File: src/rtl/mcpu_gen.sv
// mcpu_gen -- parametrised accumulator CPU, next generation of the minimal
// 8-bit core. It runs from one shared memory over a req/ready bus and
// tolerates any number of wait states.
//
// The instruction word is {op[1:0], operand[AW-1:0]}, where AW = DW-2.
//   00 NOR  acc <= ~(acc | mem[operand])
//   01 ADD  {carry,acc} <= acc + mem[operand]
//   10 STA  mem[operand] <= acc
//   11 JCC  if carry: clear carry and fall through
//           else: jump to operand (a jump to itself halts)
//
// Optional feature: define MCPU_GEN_ADC_EN to turn ADD into add-with-carry.
//
// Ports
//   clk        in   clock, rising edge
//   rst        in   asynchronous active-high reset
//   mem_req    out  bus request (low while halted or in reset)
//   mem_we     out  1 = write (STA execute), 0 = read
//   mem_addr   out  AW-bit bus address
//   mem_wdata  out  write data (acc during STA, else 0)
//   mem_rdata  in   read data, sampled only on a completing read
//   mem_ready  in   slave ready; a transfer completes on mem_req & mem_ready
//   acc_out    out  accumulator
//   carry_out  out  carry flag
//   retire     out  one-cycle pulse per completed instruction
//   halted     out  core stopped on a jump-to-self
module mcpu_gen #(
    parameter int unsigned DW       = 8,
    parameter int unsigned RESET_PC = 0
) (
    input  logic          clk,
    input  logic          rst,
    output logic          mem_req,
    output logic          mem_we,
    output logic [DW-3:0] mem_addr,
    output logic [DW-1:0] mem_wdata,
    input  logic [DW-1:0] mem_rdata,
    input  logic          mem_ready,
    output logic [DW-1:0] acc_out,
    output logic          carry_out,
    output logic          retire,
    output logic          halted
);

    localparam int unsigned   AW     = DW - 2;
    localparam logic [AW-1:0] RST_PC = AW'(RESET_PC);

    typedef enum logic [1:0] {
        FETCH = 2'd0,
        EXEC  = 2'd1,
        HALT  = 2'd2
    } state_t;

    typedef enum logic [1:0] {
        OP_NOR = 2'b00,
        OP_ADD = 2'b01,
        OP_STA = 2'b10,
        OP_JCC = 2'b11
    } op_t;

    state_t        state;
    op_t           op;
    logic [AW-1:0] opnd;
    logic [AW-1:0] pc;
    logic [DW-1:0] acc;
    logic          carry;
    logic [DW:0]   sum;

    logic [1:0]    fetch_op;
    logic [AW-1:0] fetch_opnd;

    assign fetch_op   = mem_rdata[DW-1:DW-2];
    assign fetch_opnd = mem_rdata[AW-1:0];

    always_comb begin
        sum = {1'b0, acc} + {1'b0, mem_rdata};
`ifdef MCPU_GEN_ADC_EN
        sum = sum + {{DW{1'b0}}, carry};
`else
        sum = sum + '0;
`endif
    end

    // Bus signals are decoded from registered state; gating with rst makes
    // them drop in the same cycle reset rises, aborting any transfer.
    assign mem_req   = ~rst & (state != HALT);
    assign mem_addr  = rst ? '0 : ((state == EXEC) ? opnd : pc);
    assign mem_we    = ~rst & (state == EXEC) & (op == OP_STA);
    assign mem_wdata = mem_we ? acc : '0;

    assign acc_out   = acc;
    assign carry_out = carry;

    always_ff @(posedge clk or posedge rst) begin
        if (rst) begin
            state  <= FETCH;
            op     <= OP_NOR;
            opnd   <= '0;
            pc     <= RST_PC;
            acc    <= '0;
            carry  <= 1'b0;
            retire <= 1'b0;
            halted <= 1'b0;
        end else begin
            retire <= 1'b0;
            case (state)
                FETCH: begin
                    if (mem_ready) begin
                        if (fetch_op != OP_JCC) begin
                            op    <= op_t'(fetch_op);
                            opnd  <= fetch_opnd;
                            pc    <= pc + 1'b1;
                            state <= EXEC;
                        end else if (carry) begin
                            carry  <= 1'b0;
                            pc     <= pc + 1'b1;
                            retire <= 1'b1;
                        end else if (fetch_opnd != pc) begin
                            pc     <= fetch_opnd;
                            retire <= 1'b1;
                        end else begin
                            retire <= 1'b1;
                            halted <= 1'b1;
                            state  <= HALT;
                        end
                    end
                end
                EXEC: begin
                    if (mem_ready) begin
                        case (op)
                            OP_NOR: acc <= ~(acc | mem_rdata);
                            OP_ADD: {carry, acc} <= sum;
                            default: ;
                        endcase
                        retire <= 1'b1;
                        state  <= FETCH;
                    end
                end
                default: ;
            endcase
        end
    end

endmodule
File: config.mk
export PLATFORM = sky130hd
export DESIGN_NAME = mcpu_gen
export DESIGN_NICKNAME = d
export VERILOG_FILES = /design/src/rtl/mcpu_gen.sv
export SDC_FILE = /design/constraint.sdc
export NUM_CORES = 1
export LEC_CHECK = 0
export ABC_CLOCK_PERIOD_IN_PS = 5620
export CAP_MARGIN = 5
export CORE_UTILIZATION = 56
export DETAILED_ROUTE_END_ITERATION = 8
export HOLD_SLACK_MARGIN = 0.15
export PLACE_DENSITY = 0.86
export SKIP_CTS_REPAIR_TIMING = 1
export SYNTH_ARGS = -nofsm -noshare
export SYNTH_HDL_FRONTEND = slang
export SYNTH_SLANG_ARGS = --single-unit
File: constraint.sdc
create_clock -name clk -period 5.62 [get_ports clk]
set_clock_uncertainty 0.2 [all_clocks]
set_input_delay 0.843 -clock clk [delete_from_list [all_inputs] [get_ports clk]]
set_output_delay 0.843 -clock clk [all_outputs]
set_load 0.1 [all_outputs]
==> impl_metrics.py <==
metrics = {
    "clocking": {
        "cts_sinks": 27,
        "cts_buffer_depth": 2,
        "cts_tree": "done",
        "cts_root_buffer": "clkbuf_4",
        "htreeDepth": 1,
        "cts_made_buffers": 3,
        "clk_latency_ns": 0.33,
        "path_clk_slew_ns": 0.16,
    },
    "detailed_routing": {
        "via_per_inst": 5.642,
        "drtIter0Drc": 121,
        "first_pass_iters": 5,
        "ant_nets": 0,
        "drc": 0,
        "wire_per_inst_um": 14.45,
        "drt-total-wl_um": 4596,
        "vias": 1794,
    },
    "placement": {
        "dp_hpwl_um": 3442,
        "portBuffers": 37,
        "place_congestion": 0.9044,
    },
    "timing": {
        "grt_setup_unrepaired": "no",
        "fin_crit_ns": 3.856,
        "fin_setup_tns_ns": 0,
        "relSlewSlack_pct": 30.25,
        "hold_viol": 0,
        "slew_violations": 0,
        "setup_viol": 0,
        "max_freq_ghz": 0.2593,
        "worstMarginPinSlew_ns": 1.045,
        "whs_ns": 0.2773,
        "final.period_utilization_pct": 68.61,
    },
    "hold_path": {
        "hold_path_end": "halted",
        "holdPathStages": 1,
        "min-delay-start": "halted",
        "hold_path.class": "reg2reg",
    },
    "outcome": {
        "status": "finished, final reports clean",
    },
    "setup_path": {
        "r2r-start": "acc_out[0]",
        "critPathLaunchType": "primary input",
        "crit_arrival_ns": 2.81,
        "end_kind": "primary output",
        "worstPathMaxFanout": 9,
        "rrSetupSlack_ns": 3.29,
        "rr_worst_depth": 8,
        "required_ns": 4.58,
        "r2r-end": "carry_out",
        "path_class": "in2out",
    },
    "global_route": {
        "antenna_found_initial": 0,
        "grt.overflow.total": 0,
        "grt_start_max_net_pins": 28,
        "grt_usage_pct": 25.73,
        "grt_pass1_vias": 1527,
        "grt_first_pass_wirelength_um": 7079,
    },
    "layout": {
        "areaGrowthSynthToFinish_pct": 19.59,
        "nFillCells": 279,
        "fin_nets": 302,
        "multi_input_area_sq_mm": 0.001150,
        "register_area_sq_um": 675.6,
        "diodes": 0,
        "drive_above_1_share_pct": 6.250,
    },
    "die": {
        "die_h_um": 61.08,
        "fp.dieArea_sq_mm": 0.003730,
        "coreArea_sq_mm": 0.003337,
        "placementRows": 21,
        "die_w_um": 61.08,
        "start_util_pct": 58.57,
        "ios": 38,
    },
    "yosys": {
        "ys_seq_area_share_pct": 34.57,
        "postSynthCellCount": 240,
        "synth_async_sr_flop_share_pct": 100.0,
        "yosysMostFrequentCell": "nand2_1",
        "synth_edf_count": 0,
        "netlist_area_sq_mm": 0.001954,
        "ys.flop_type": "dfrtp_1",
        "ys_ff_latch": 27,
        "synthTopCellsByCount": "nand2_1, a21oi_1, dfrtp_1, inv_1, ha_1",
        "yosysUniqueCellTypes": 44,
        "synth_top_cell_area_share_pct": 34.57,
        "synth_area_per_cell_sq_um": 8.143,
        "synthTopCellsByArea": "dfrtp_1, ha_1, a21oi_1, nand2_1, inv_1",
        "yosysTopAreaCell": "dfrtp_1",
        "synth_warnings": 0,
        "syn_nets": 269,
    },
    "run": {
        "drv_cap": 0,
    },
}
placed cells by master, fill, tap and decap left out, types with 2 or more instances in the layout:
| cell type | netlist | layout |
|---|---|---|
| clkbuf_4 | 0 | 3 |
| nor3_1 | 7 | 7 |
| buf_4 | 0 | 9 |
| o21a_1 | 2 | 2 |
| xor2_1 | 3 | 3 |
| dfrtp_1 | 27 | 27 |
| nand3_1 | 8 | 8 |
| o22ai_1 | 2 | 2 |
| inv_1 | 21 | 21 |
| ha_1 | 17 | 17 |
| mux2i_1 | 3 | 3 |
| a211oi_1 | 2 | 2 |
| nand2_1 | 37 | 37 |
| xnor2_1 | 4 | 4 |
| and2_1 | 8 | 8 |
| nand2b_1 | 5 | 5 |
| a21oi_1 | 28 | 28 |
| nor2b_1 | 4 | 4 |
| o21ai_0 | 14 | 14 |
| a21o_1 | 2 | 2 |
| clkdlybuf4s50_1 | 0 | 28 |
| a31oi_1 | 3 | 3 |
| nor2_1 | 12 | 12 |
| and3_1 | 2 | 2 |
per-stage QoR:
stage          worst slack [ns]  std cells  utilization (%)  cell area, sq um
6_report                  1.764        318            70.04              2337
4_1_cts                   1.695        318            70.04              2337
5_1_grt                   1.630        318            70.04              2337
2_1_floorplan            0.6691        240                -              1954
3_3_place_gp              1.771        314            69.22              2310
3_5_place_dp              1.702        314            69.22              2310
registers in the layout, indices dropped and copies added (netlist names):
signal	count
op	2
opnd	6
state	2
retire	1
halted	1
carry_out	1
pc	6
acc_out	8
final cells by class:
class                           instances  area share [%]
Inverter                               21           3.373
Tap cell                               46           2.463
Sequential cell                        27           28.91
Clock inverter                          1          0.2141
Multi-Input combinational cell        183           49.20
Timing Repair Buffer                   37           14.88
Clock buffer                            3          0.9636
worst max-delay path, cell delays in order:
cell and delay [ns]:
clkdlybuf4s50_1 0.60, a21oi_1 0.21, clkdlybuf4s50_1 1.16
worst max-delay path by stage:
stage | cells after the start | slack [ns] | startpoint | to
CTS | 4 | 1.70 | rst | mem_wdata[4]
global placement | 3 | 1.77 | rst | mem_req
finish | 3 | 1.76 | rst | mem_addr[2]
global route | 4 | 1.63 | state[0] | mem_addr[3]
floorplan | 3 | 0.67 | rst | mem_wdata[0]
detailed placement | 4 | 1.70 | rst | mem_wdata[4]
cell families (layout without fill, tap and decap cells):
family | Yosys count | count (layout) | synth area share (%)
AO/OA/AOI/OAI | 64 | 64 | 19.46
adder cells (fa/ha/maj) | 18 | 18 | 11.91
multiplexers | 3 | 3 | 1.537
AND/OR/NAND/NOR | 91 | 91 | 22.79
buffers and inverters | 30 | 62 | 6.594
XOR/XNOR | 7 | 7 | 3.137
flip-flops | 27 | 27 | 34.57
per-layer routing:
metal,part of all wire (%),global-route usage [%],vias up
met2,46,41.61,57
li1,-,-,882
met4,2.1,7.468,0
met5,0,0,-
met1,47,36.63,845
met3,4.5,2.731,10
Power is not shown: default switching activity piles up to over one toggle a cycle in this logic, so the estimate is an artifact.
